==> config.mk <==
export PLATFORM = sky130hd
export DESIGN_NAME = mlaccel_qpi_slave_flat
export DESIGN_NICKNAME = d
export VERILOG_FILES = /design/src/rtl/mlaccel_qpi_slave_if.sv /design/src/rtl/mlaccel_qpi_slave.sv /design/src/flat_wrapper.sv
export SDC_FILE = /design/constraint.sdc
export NUM_CORES = 1
export LEC_CHECK = 0
export ABC_CLOCK_PERIOD_IN_PS = 2800
export CORE_UTILIZATION = 35
export DETAILED_ROUTE_END_ITERATION = 8
export SYNTH_ARGS = -nofsm -noshare
export SYNTH_HDL_FRONTEND = slang
export SYNTH_SLANG_ARGS = --single-unit
==> constraint.sdc <==
create_clock -name clock -period 2.8 [get_ports clock]
set_input_delay 0.56 -clock clock [delete_from_list [all_inputs] [get_ports clock]]
set_output_delay 0.56 -clock clock [all_outputs]
set_load 0.05 [all_outputs]
==> src/rtl/mlaccel_qpi_slave_if.sv <==
// QPI responder bus bundle: host pins, pad-side outputs, rx/tx byte streams.
// slave: the responder; master: host pins and the byte consumer/producer.
interface mlaccel_qpi_slave_if;
    logic       qpi_csb;
    logic       qpi_clk;
    logic [3:0] qpi_di;
    logic [3:0] qpi_do;
    logic       qpi_oe;
    logic       rx_valid;
    logic [7:0] rx_data;
    logic       rx_start;
    logic       tx_enable;
    logic       tx_valid;
    logic [7:0] tx_data;
    logic       tx_ready;
    logic       xfer_active;
    logic       xfer_end;

    modport slave (
        input  qpi_csb, qpi_clk, qpi_di,
        input  tx_enable, tx_valid, tx_data,
        output qpi_do, qpi_oe,
        output rx_valid, rx_data, rx_start,
        output tx_ready, xfer_active, xfer_end
    );

    modport master (
        output qpi_csb, qpi_clk, qpi_di,
        output tx_enable, tx_valid, tx_data,
        input  qpi_do, qpi_oe,
        input  rx_valid, rx_data, rx_start,
        input  tx_ready, xfer_active, xfer_end
    );
endinterface

==> src/rtl/mlaccel_qpi_slave.sv <==
// QPI device-side responder: oversamples host pins, deserialises nibbles
// to bytes, and serialises tx bytes after a one-byte turnaround.
// Ports: clock, resetn (async, active low), bus (mlaccel_qpi_slave_if.slave).
module mlaccel_qpi_slave #(
    parameter int         SYNC_STAGES = 2,
    parameter logic [7:0] IDLE_BYTE   = 8'h01
) (
    input  logic                  clock,
    input  logic                  resetn,
    mlaccel_qpi_slave_if.slave    bus
);

    typedef enum logic [1:0] {
        ST_RX,
        ST_TURN,
        ST_TX
    } state_t;

    logic [SYNC_STAGES-1:0]       csb_sync_q;
    logic [SYNC_STAGES-1:0]       clk_sync_q;
    logic [SYNC_STAGES-1:0][3:0]  di_sync_q;

    logic       csb_s;
    logic       clk_s;
    logic [3:0] di_s;

    state_t     state_q;
    logic       nib_q;
    logic       first_q;
    logic [3:0] hi_q;
    logic [3:0] lo_q;
    logic [3:0] do_q;
    logic       rx_valid_q;
    logic [7:0] rx_data_q;
    logic       rx_start_q;
    logic       tx_ready_q;
    logic       act_q;
    logic       end_q;
    logic       csb_prev_q;
    logic       clk_prev_q;

    logic       clk_rise;
    logic       csb_rise;
    logic [7:0] load_byte;

    // Data is synchronised through the same depth as the clock so the
    // sampled nibble lines up with the detected edge.
    always_ff @(posedge clock or negedge resetn) begin
        if (!resetn) begin
            csb_sync_q <= '1;
            clk_sync_q <= '0;
            di_sync_q  <= '0;
        end else begin
            csb_sync_q <= {csb_sync_q[SYNC_STAGES-2:0], bus.qpi_csb};
            clk_sync_q <= {clk_sync_q[SYNC_STAGES-2:0], bus.qpi_clk};
            di_sync_q  <= {di_sync_q[SYNC_STAGES-2:0], bus.qpi_di};
        end
    end

    assign csb_s = csb_sync_q[SYNC_STAGES-1];
    assign clk_s = clk_sync_q[SYNC_STAGES-1];
    assign di_s  = di_sync_q[SYNC_STAGES-1];

    assign clk_rise  = clk_s & ~clk_prev_q & ~csb_s;
    assign csb_rise  = csb_s & ~csb_prev_q;
    assign load_byte = bus.tx_valid ? bus.tx_data : IDLE_BYTE;

    always_ff @(posedge clock or negedge resetn) begin
        if (!resetn) begin
            state_q    <= ST_RX;
            nib_q      <= 1'b0;
            first_q    <= 1'b1;
            hi_q       <= '0;
            lo_q       <= '0;
            do_q       <= '0;
            rx_valid_q <= 1'b0;
            rx_data_q  <= '0;
            rx_start_q <= 1'b0;
            tx_ready_q <= 1'b0;
            act_q      <= 1'b0;
            end_q      <= 1'b0;
            csb_prev_q <= 1'b1;
            clk_prev_q <= 1'b0;
        end else begin
            clk_prev_q <= clk_s;
            csb_prev_q <= csb_s;
            act_q      <= ~csb_s;
            end_q      <= csb_rise;
            rx_valid_q <= 1'b0;
            rx_start_q <= 1'b0;
            tx_ready_q <= 1'b0;
            // csb rise takes priority over a coincident clock edge.
            if (csb_rise) begin
                state_q <= ST_RX;
                nib_q   <= 1'b0;
                first_q <= 1'b1;
                do_q    <= '0;
            end else if (clk_rise) begin
                unique case (state_q)
                    ST_RX: begin
                        if (!nib_q) begin
                            if (bus.tx_enable) begin
                                state_q <= ST_TURN;
                            end else begin
                                hi_q  <= di_s;
                                nib_q <= 1'b1;
                            end
                        end else begin
                            rx_data_q  <= {hi_q, di_s};
                            rx_valid_q <= 1'b1;
                            rx_start_q <= first_q;
                            first_q    <= 1'b0;
                            nib_q      <= 1'b0;
                        end
                    end
                    ST_TURN: begin
                        state_q    <= ST_TX;
                        nib_q      <= 1'b0;
                        do_q       <= load_byte[7:4];
                        lo_q       <= load_byte[3:0];
                        tx_ready_q <= bus.tx_valid;
                    end
                    ST_TX: begin
                        if (!nib_q) begin
                            do_q  <= lo_q;
                            nib_q <= 1'b1;
                        end else begin
                            do_q       <= load_byte[7:4];
                            lo_q       <= load_byte[3:0];
                            tx_ready_q <= bus.tx_valid;
                            nib_q      <= 1'b0;
                        end
                    end
                    default: begin
                        state_q <= ST_RX;
                        nib_q   <= 1'b0;
                    end
                endcase
            end
        end
    end

    assign bus.qpi_oe      = (state_q == ST_TX);
    assign bus.qpi_do      = do_q;
    assign bus.rx_valid    = rx_valid_q;
    assign bus.rx_data     = rx_data_q;
    assign bus.rx_start    = rx_start_q;
    assign bus.tx_ready    = tx_ready_q;
    assign bus.xfer_active = act_q;
    assign bus.xfer_end    = end_q;

endmodule
==> src/flat_wrapper.sv <==
// flat-port wrapper written by rule: the top's interface ports become plain ports
module mlaccel_qpi_slave_flat 
#(
    parameter int         SYNC_STAGES = 2,
    parameter logic [7:0] IDLE_BYTE   = 8'h01
)
  (clock, resetn, bus_qpi_csb, bus_qpi_clk, bus_qpi_di, bus_tx_enable, bus_tx_valid, bus_tx_data, bus_qpi_do, bus_qpi_oe, bus_rx_valid, bus_rx_data, bus_rx_start, bus_tx_ready, bus_xfer_active, bus_xfer_end);
  mlaccel_qpi_slave_if bus_i ();
  input  logic clock;
  input  logic resetn;
  input wire logic [$bits(bus_i.qpi_csb)-1:0] bus_qpi_csb;
  input wire logic [$bits(bus_i.qpi_clk)-1:0] bus_qpi_clk;
  input wire logic [$bits(bus_i.qpi_di)-1:0] bus_qpi_di;
  input wire logic [$bits(bus_i.tx_enable)-1:0] bus_tx_enable;
  input wire logic [$bits(bus_i.tx_valid)-1:0] bus_tx_valid;
  input wire logic [$bits(bus_i.tx_data)-1:0] bus_tx_data;
  output wire logic [$bits(bus_i.qpi_do)-1:0] bus_qpi_do;
  output wire logic [$bits(bus_i.qpi_oe)-1:0] bus_qpi_oe;
  output wire logic [$bits(bus_i.rx_valid)-1:0] bus_rx_valid;
  output wire logic [$bits(bus_i.rx_data)-1:0] bus_rx_data;
  output wire logic [$bits(bus_i.rx_start)-1:0] bus_rx_start;
  output wire logic [$bits(bus_i.tx_ready)-1:0] bus_tx_ready;
  output wire logic [$bits(bus_i.xfer_active)-1:0] bus_xfer_active;
  output wire logic [$bits(bus_i.xfer_end)-1:0] bus_xfer_end;
  assign bus_i.qpi_csb = bus_qpi_csb;
  assign bus_i.qpi_clk = bus_qpi_clk;
  assign bus_i.qpi_di = bus_qpi_di;
  assign bus_i.tx_enable = bus_tx_enable;
  assign bus_i.tx_valid = bus_tx_valid;
  assign bus_i.tx_data = bus_tx_data;
  assign bus_qpi_do = bus_i.qpi_do;
  assign bus_qpi_oe = bus_i.qpi_oe;
  assign bus_rx_valid = bus_i.rx_valid;
  assign bus_rx_data = bus_i.rx_data;
  assign bus_rx_start = bus_i.rx_start;
  assign bus_tx_ready = bus_i.tx_ready;
  assign bus_xfer_active = bus_i.xfer_active;
  assign bus_xfer_end = bus_i.xfer_end;
  mlaccel_qpi_slave #(.SYNC_STAGES(SYNC_STAGES), .IDLE_BYTE(IDLE_BYTE)) u_core (.clock(clock), .resetn(resetn), .bus(bus_i));
endmodule
==> results of run 1 <==
-- worst max-delay path: cells and delay by family, from the launching register on --
kind	cells	cell delay, ns
fa+ha+maj	1	0.40
buf+inv	2	1.01
flops	1	0.39
-- synth_stat cells --
cell type and instances:
sky130_fd_sc_hd__and2_2 1, sky130_fd_sc_hd__buf_6 3, sky130_fd_sc_hd__o21ai_0 1, sky130_fd_sc_hd__or2_1 1, sky130_fd_sc_hd__o2111ai_1 4, sky130_fd_sc_hd__nor2_1 4, sky130_fd_sc_hd__nand3_2 1, sky130_fd_sc_hd__nand2b_1 2
sky130_fd_sc_hd__o22ai_1 1, sky130_fd_sc_hd__mux2i_1 4, sky130_fd_sc_hd__ha_1 4, sky130_fd_sc_hd__and4b_2 1, sky130_fd_sc_hd__o211ai_4 1, sky130_fd_sc_hd__buf_2 2, sky130_fd_sc_hd__dfstp_2 4, sky130_fd_sc_hd__nand3b_1 4
sky130_fd_sc_hd__nand3_4 1, sky130_fd_sc_hd__nor3b_4 1, sky130_fd_sc_hd__nand2_1 8, sky130_fd_sc_hd__buf_1 1, sky130_fd_sc_hd__a21oi_1 1, sky130_fd_sc_hd__dfrtp_1 39, sky130_fd_sc_hd__a21boi_0 1, sky130_fd_sc_hd__inv_1 11
sky130_fd_sc_hd__nor2b_1 4, sky130_fd_sc_hd__mux2_4 4, sky130_fd_sc_hd__mux2_2 11, sky130_fd_sc_hd__o211a_1 4
-- cells by family after synthesis --
| logic type | after synthesis | share of synthesized area, % |
|---|---|---|
| adder cells (fa/ha/maj) | 4 | 2.863 |
| buffers and inverters | 17 | 5.082 |
| AO/OA/AOI/OAI | 13 | 6.872 |
| AND/OR/NAND/NOR | 28 | 10.52 |
| multiplexers | 19 | 12.81 |
| flip-flops | 43 | 61.85 |
-- layout make-up --
| class | count | area [um2] |
|---|---|---|
| well taps | 67 | 83.83 |
| multi-input cells | 64 | 578.1 |
| inverters | 11 | 41.29 |
| flip-flops and latches | 43 | 1081 |
| repair buffers | 35 | 345.3 |
| clock buffers | 5 | 68.82 |
| fillers | 431 | 2530 |
| clock inverters | 3 | 26.28 |
-- metal layers --
layer	vias up	part of all wire [%]	GRT usage, %
met2	30	49	21.39
li1	489	-	-
met5	-	0	0
met3	5	5.6	4.696
met1	496	45	16.25
met4	0	1.1	5.229
-- power groups by stage --
stage / clock (mW) / sequential, mW / combinational, mW
after floorplan: 0 / 0.993 / 0.186
after global placement: 0 / 0.820 / 0.529
after detailed placement: 0 / 0.829 / 0.539
after CTS: 0.426 / 0.816 / 0.544
after global routing: 0.466 / 0.832 / 0.572
final: 0.409 / 0.813 / 0.536
-- registers in the layout, summed over array words and instances (netlist names), 2 cells and up --
signal / cells
u_core.clk_sync_q: 2
u_core.di_s: 4
u_core.csb_sync_q: 2
u_core.state_q: 2
u_core.hi_q: 4
u_core.lo_q: 4
u_core.bus.qpi_do: 4
u_core.di_sync_q: 4
u_core.bus.rx_data: 8
-- how the worst max path moves through the flow --
stage | to | depth (start not counted) | slack (ns)
floorplan | u_core.lo_q[0] | 7 | 0.88
detailed placement | bus_qpi_oe | 3 | 0.47
CTS | bus_qpi_oe | 3 | 0.14
finish | bus_qpi_oe | 3 | 0.16
global route | bus_qpi_oe | 3 | 0.05
global placement | bus_qpi_oe | 3 | 0.54
-- through the flow --
step                      util [%]  setup WS (ns)  power [mW]  cell area [um2]
after CTS                    46.79         0.1382       1.786             2225
after detailed placement     44.79         0.4684       1.368             2130
final                        46.79         0.1620       1.757             2225
after floorplan                  -         0.8817       1.179             1748
after global routing         46.79        0.04849       1.870             2225
after global placement       44.79         0.5378       1.349             2130
==> run summary, run 1 <==
The flow ran to the end, and the final reports show no timing, DRC or antenna violations. The synthesized area divided by synthesized cell count is 14.10 um2. The capture point of the worst reg-to-reg path is u_core.lo_q[0]. After synthesis the cells add up to 0.001748 mm2.

The power share of the combinational group came out at 30.5%. The number of library cell types mapped by synthesis came out at 28. The final critical path time including I/O delays and setup is 2.638 ns.

The number of iterations in the first detailed-routing pass is 4. The number of placed instances, taps included is 220. The maximum resistive drop on vdd came out at 0.0004599 V.

For this block, the routed nets add up to 2973 um of wire. The synthesized instance count came out at 124. The max-slew violation total from the final report came to 0. The total number of placement rows is 25.

The worst setup path is launched from a flop. The number of cell instances on the worst register-to-register path came out at 5. The core box area is 0.004755 mm2. The net switching power of the design is 0.6057 mW. For the final routed database, the setup TNS stands at 0 ns.

The CTS buffer count is 5. The worst slew margin relative to its limit is 37.57%. The CTS tree is yes. On the critical path, the stage with the largest delay is an instance of sky130_fd_sc_hd__clkdlybuf4s50_1. For this design the ratio of total power to cell area is 789.9 mW/mm2. The first global-routing pass estimated 5181 um of wire. The class of the worst hold path is flop to flop. The fraction of layout instances using a drive strength above 1 came out at 21.12%. The worst hold path begins at u_core.di_sync_q[0]. The sequential group share of total power came out at 46.3%. Traced cell by cell, the critical path runs through inv_1 -> ha_1 -> clkdlybuf4s50_1. The switching power share of the total is 34.47%. The critical path starts at u_core.state_q[0]. Along the worst hold path, the cell count comes to 0. Synthesis inferred 43 register bits. The mean routed wirelength per cell came out at 13.04 um. The highest clock rate is 379.1 MHz. Ranked by total cell area, the synthesized netlist is headed by sky130_fd_sc_hd__dfrtp_1 (56%), sky130_fd_sc_hd__mux2_2 (7.1%), sky130_fd_sc_hd__dfstp_2 (6.0%), sky130_fd_sc_hd__mux2_4 (3.4%), sky130_fd_sc_hd__ha_1 (2.9%). The number of gates given a new drive strength after cts came out at 0.

The number of clock sinks seen by CTS came out at 43. The path with the worst hold slack has its endpoint at u_core.di_s[0]. The number of buffers added on ports came out at 35. At the worst endpoint, the required time is 2.24 ns.

Once detail routing completed, the nets flagged for antenna violations numbered 0. For this design the static power due to leakage is 1.029 nW. The floorplan die area came out at 0.005281 mm2.

The worst setup skew after layout is 0.009097 ns. The routability congestion estimate from global placement came out at 0.7682. The routed layout has 1020 vias. During synthesis, Yosys emitted a total of 0 warnings. Hold repair after CTS inserted 0 buffers. The wire-length estimate of the detail-placed layout is 2097 um. The maximum fanout along the worst path came out at 11. The largest net degree at the start of global routing came out at 44. Of the total power, the clock network draws 23.3%. Leaving out fill and tap cells, the most frequent cells in the layout are sky130_fd_sc_hd__dfrtp_1 (39), sky130_fd_sc_hd__clkdlybuf4s50_1 (34), sky130_fd_sc_hd__inv_1 (11), sky130_fd_sc_hd__mux2_2 (11), sky130_fd_sc_hd__nand2_1 (8). For this block, the initial DRC count from the detailed router was 50.

The number of global-route vias before repair came out at 1073. The fraction of the yosys area taken by sequential cells came out at 61.85%. The die height is 72.67 um. The cell-internal power is 1.151 mW. The register-to-register path setup slack is 0.90 ns.

The relative area change from synthesis to final layout came out at 27.27%. The maximum single-stage delay on the critical path came out at 0.88 ns. In the routed layout, each cell is associated on average with a via count of 4.474. The worst setup path is of the flop to output pin kind. Buffers added to address setup during post-CTS repair amount to 0. The worst setup path is captured at an output pin.

The arrival time reported for the critical path endpoint came out at 2.08 ns. For this run the aggregate overflow at the end of global routing stands at 0. In the routed design, unresolved DRC markers number 0. The starting utilization of the core area came out at 36.76%.

The maximum clock insertion buffer count came out at 2. The H-tree depth is 2. The worst path uses 94.22% of the clock period. The non-filler instance count after layout came out at 228.

The share of the synthesized area in the top cell type came out at 55.83%. The number of hold violations in the final report was 0. The final hold slack is 0.3546 ns. Setup repair after global routing left no endpoint under its margin. The slew of the pin with the lowest slew margin came out at 0.9364 ns. The number of violations of the max-capacitance limit came out at 0. The count of endpoints failing setup in the final report came out at 0. The cell type contributing the most total cell area after synthesis is sky130_fd_sc_hd__dfrtp_1. Clock-pin slew was measured on the worst setup and hold paths at 0.09 ns. The origin of the critical flop-to-flop path is u_core.state_q[0]. Global routing consumed, over all layers together, 13.24% of the routing resources. In this run the clock root is driven by a sky130_fd_sc_hd__clkbuf_8. The final net count came out at 182. The number of diodes is 0. In this run the horizontal extent of the chip is 72.67 um. The net count after synthesis came out at 146.

The clock latency of the later-clocked register in the worst-skew pair came out at 0.30 ns. 36 I/O pins were placed. Leaving out fill and tap cells, the most frequent cell in the layout is sky130_fd_sc_hd__dfrtp_1. The initial antenna violation count is 0.
Power figures use the tool's default switching activity.
==> run 2, diff against run 1 <==
--- a/config.mk
+++ b/config.mk
@@ -5,7 +5,7 @@
 export SDC_FILE = /design/constraint.sdc
 export NUM_CORES = 1
 export LEC_CHECK = 0
-export ABC_CLOCK_PERIOD_IN_PS = 2800
+export ABC_CLOCK_PERIOD_IN_PS = 3100
 export CORE_UTILIZATION = 35
 export DETAILED_ROUTE_END_ITERATION = 8
 export SYNTH_ARGS = -nofsm -noshare
==> constraint.sdc (replaced) <==
create_clock -name clock -period 3.1 [get_ports clock]
set_input_delay 0.62 -clock clock [delete_from_list [all_inputs] [get_ports clock]]
set_output_delay 0.62 -clock clock [all_outputs]
set_load 0.05 [all_outputs]
==> run 2 against run 1 <==
Clock-buffer cell count did not move. Global-route usage shrank 0.16 points. Via count rose by 0.69%. Register-to-register slack better by 0.25 ns. Critical path type unchanged. Non-clock buffer count unchanged. Final cell count unchanged. Clock power is 4% higher. Routed wire length rose by 0.17%.
==> run summary, run 2 (same netlist as run 1, synthesis figures left out) <==
The flow ran to the end, and the final reports show no timing, DRC or antenna violations. STA classifies the critical path endpoint as an output pin. The floorplan die area is 0.005281 mm2 (unchanged).

The CTS buffer count came out at 5 (unchanged). The number of hold violations in the final report is 0 (unchanged). The type of the worst setup path is flop to output pin. Clock tree synthesis selected as its root buffer the cell sky130_fd_sc_hd__clkbuf_8. The max-slew violation total from the final report is 0 (unchanged). The maximum fanout along the worst path is 11 (unchanged).

The horizontal extent of the die is 72.67 um (unchanged). The die height came out at 72.67 um (unchanged). The total of fill cells in the finished design came out at 442 (+2.6%).

The wire length of the first global-routing pass is 5106 um (-1.4%). The H-tree depth is 2 (unchanged). In the layout the commonest cells are sky130_fd_sc_hd__dfrtp_1 (39), sky130_fd_sc_hd__clkdlybuf4s50_1 (34), sky130_fd_sc_hd__inv_1 (11), sky130_fd_sc_hd__mux2_2 (11), sky130_fd_sc_hd__nand2_1 (8).

The hold buffer count at cts came out at 0 (unchanged). The total wire length after detailed routing came out at 2978 um (+0.17%). Setup repair after global routing left no endpoint under its margin. The static leakage power is 1.038 nW (+0.87%). The number of clock sinks seen by CTS is 43 (unchanged). The worst register-to-register path begins at u_core.state_q[0]. The worst setup path is launched from a flop.

The total via count after detailed routing is 1027 (+0.69%). The maximum resistive drop on vdd came out at 0.0004116 V (-11%). The first-iteration detailed-routing DRC count was 53 (+6.0%). The global routing usage summed across all routing layers came out at 13.08% (-0.16 points). In this run the most critical hold path is launched from u_core.di_sync_q[0]. The final net count is 182 (unchanged).

The arrival time reported for the critical path endpoint came out at 2.11 ns (+0.03 ns). The number of iterations in the first detailed-routing pass came to 2 (-2). The count of endpoints failing setup in the final report is 0 (unchanged). The required time of the critical path is 2.48 ns (+0.24 ns).

The final hold slack came to 0.3472 ns (-0.007369 ns). The library cell used most frequently in the layout, excluding fill and tap cells, is sky130_fd_sc_hd__dfrtp_1. The non-filler instance count after layout is 228 (unchanged).

The total non-filler cell area in the finished layout came out at 0.002242 mm2 (+0.79%). The residual DRC count is 0 (unchanged). The highest clock rate came out at 366.0 MHz. The routed design could run at a clock period as short as 2.732 ns. The power per standard cell area came out at 732.8 mW/mm2 (-7.2%). The buffers inserted during post-CTS setup optimization was 0 (unchanged). The number of placed instances, taps included came out at 220 (unchanged). The routability congestion estimate from global placement came out at 0.7734 (+0.68%).

TritonCTS built the clock tree. The number of diodes came out at 0 (unchanged). The worst setup skew after layout is 0.006912 ns (-0.002185 ns). The clock-pin slew on the worst setup and hold paths came out at 0.08 ns (about the same). The initial antenna violation count was 0 (unchanged).

The most critical setup path has its startpoint at u_core.state_q[0]. The mean routed wirelength per cell came out at 13.06 um (+0.17%). The number of violations of the max-capacitance limit is 0 (unchanged). The relative area change from synthesis to final layout is 28.27%. The number of global-route vias before repair is 1103 (+2.8%). The fraction of layout instances using a drive strength above 1 is 21.12% (unchanged). The setup TNS came to 0 ns (unchanged). The core box area came to 0.004755 mm2 (unchanged). The count of boundary I/O pins came to 36 (unchanged).

The number of buffers added on ports is 35 (unchanged). The number of gates given a new drive strength after cts is 0 (unchanged). The final period utilization is 88.14%. The maximum clock insertion buffer count was 2 (unchanged). The starting utilization of the core area came to 36.76% (unchanged). The detailed-route vias per instance came out at 4.504 (+0.69%). The slew of the pin with the lowest slew margin came out at 0.9357 ns (-0.0006889 ns). The total number of placement rows is 25 (unchanged).

The flip-flop count of the largest register, all copies and words added came to 8 (unchanged). The global route total overflow was 0 (unchanged). The worst slew margin relative to its limit was 37.62% (+0.046 points). The cell area after placement is 0.002130 mm2 (unchanged). The clock latency of the later-clocked register in the worst-skew pair came to 0.29 ns (about the same). The count of antenna-violating nets left after detailed routing is 0 (unchanged). The largest net degree at the start of global routing is 44 (unchanged). The path class of the tightest hold or removal check is flop to flop. The detailed placement HPWL came out at 2057 um (-1.9%).
## run 2: changes by cell type in the layout (fill, tap and decap cells not counted)
cell                        previous run  this run
sky130_fd_sc_hd__inv_6                 2         0
sky130_fd_sc_hd__bufinv_16             0         1
sky130_fd_sc_hd__clkinv_2              0         1
## run 2: where the power goes
group / switching (mW) / leakage [nW] / total [mW] / internal [mW]
Clock: 0.186 / 0.0581 / 0.425 / 0.240
Combinational: 0.284 / 0.449 / 0.485 / 0.202
Sequential: 0.0595 / 0.530 / 0.732 / 0.673
Total: 0.529 / 1.04 / 1.64 / 1.11
## run 2: worst max-delay path, cell delays in order (launching register included)
cell and delay (ns):
sky130_fd_sc_hd__dfrtp_1 0.39, sky130_fd_sc_hd__inv_1 0.13, sky130_fd_sc_hd__ha_1 0.42, sky130_fd_sc_hd__clkdlybuf4s50_1 0.88
## run 2: area by class of cell
class,instances,area [um2],share of cell area [%]
Timing Repair Buffer,35,345.3,15.40
Clock inverter,3,43.79,1.953
Multi-Input combinational cell,64,578.1,25.78
Clock buffer,5,68.82,3.069
Sequential cell,43,1081,48.21
Inverter,11,41.29,1.842
Tap cell,67,83.83,3.739
## run 2: final timing paths
path / to / slack, ns / cells past startpoint
min reg2reg: u_core.di_s[0] / 0.35 / 0
max: bus_qpi_oe / 0.37 / 3
min: u_core.di_s[0] / 0.35 / 0
min in group asynchronous: u_core.bus.rx_valid / 0.47 / 1
max reg2reg: u_core.lo_q[0] / 1.15 / 5
max in group asynchronous: u_core.clk_sync_q[1] / 2.05 / 1
## run 2: layer usage
metal	GRT usage (%)	vias up	share of wire [%]
met5	0	-	0
met1	15.66	507	44
met2	21.60	28	50
li1	-	487	-
met4	6.536	0	1.7
met3	3.729	5	4.9
## run 2: per-stage QoR
stage | utilization, % | total power [mW] | setup WS [ns]
after floorplan | - | 1.065 | 1.182
after CTS | 47.16 | 1.668 | 0.3604
final | 47.16 | 1.643 | 0.3678
after detailed placement | 44.79 | 1.235 | 0.6939
after global placement | 44.79 | 1.218 | 0.7742
after global routing | 47.16 | 1.735 | 0.2711
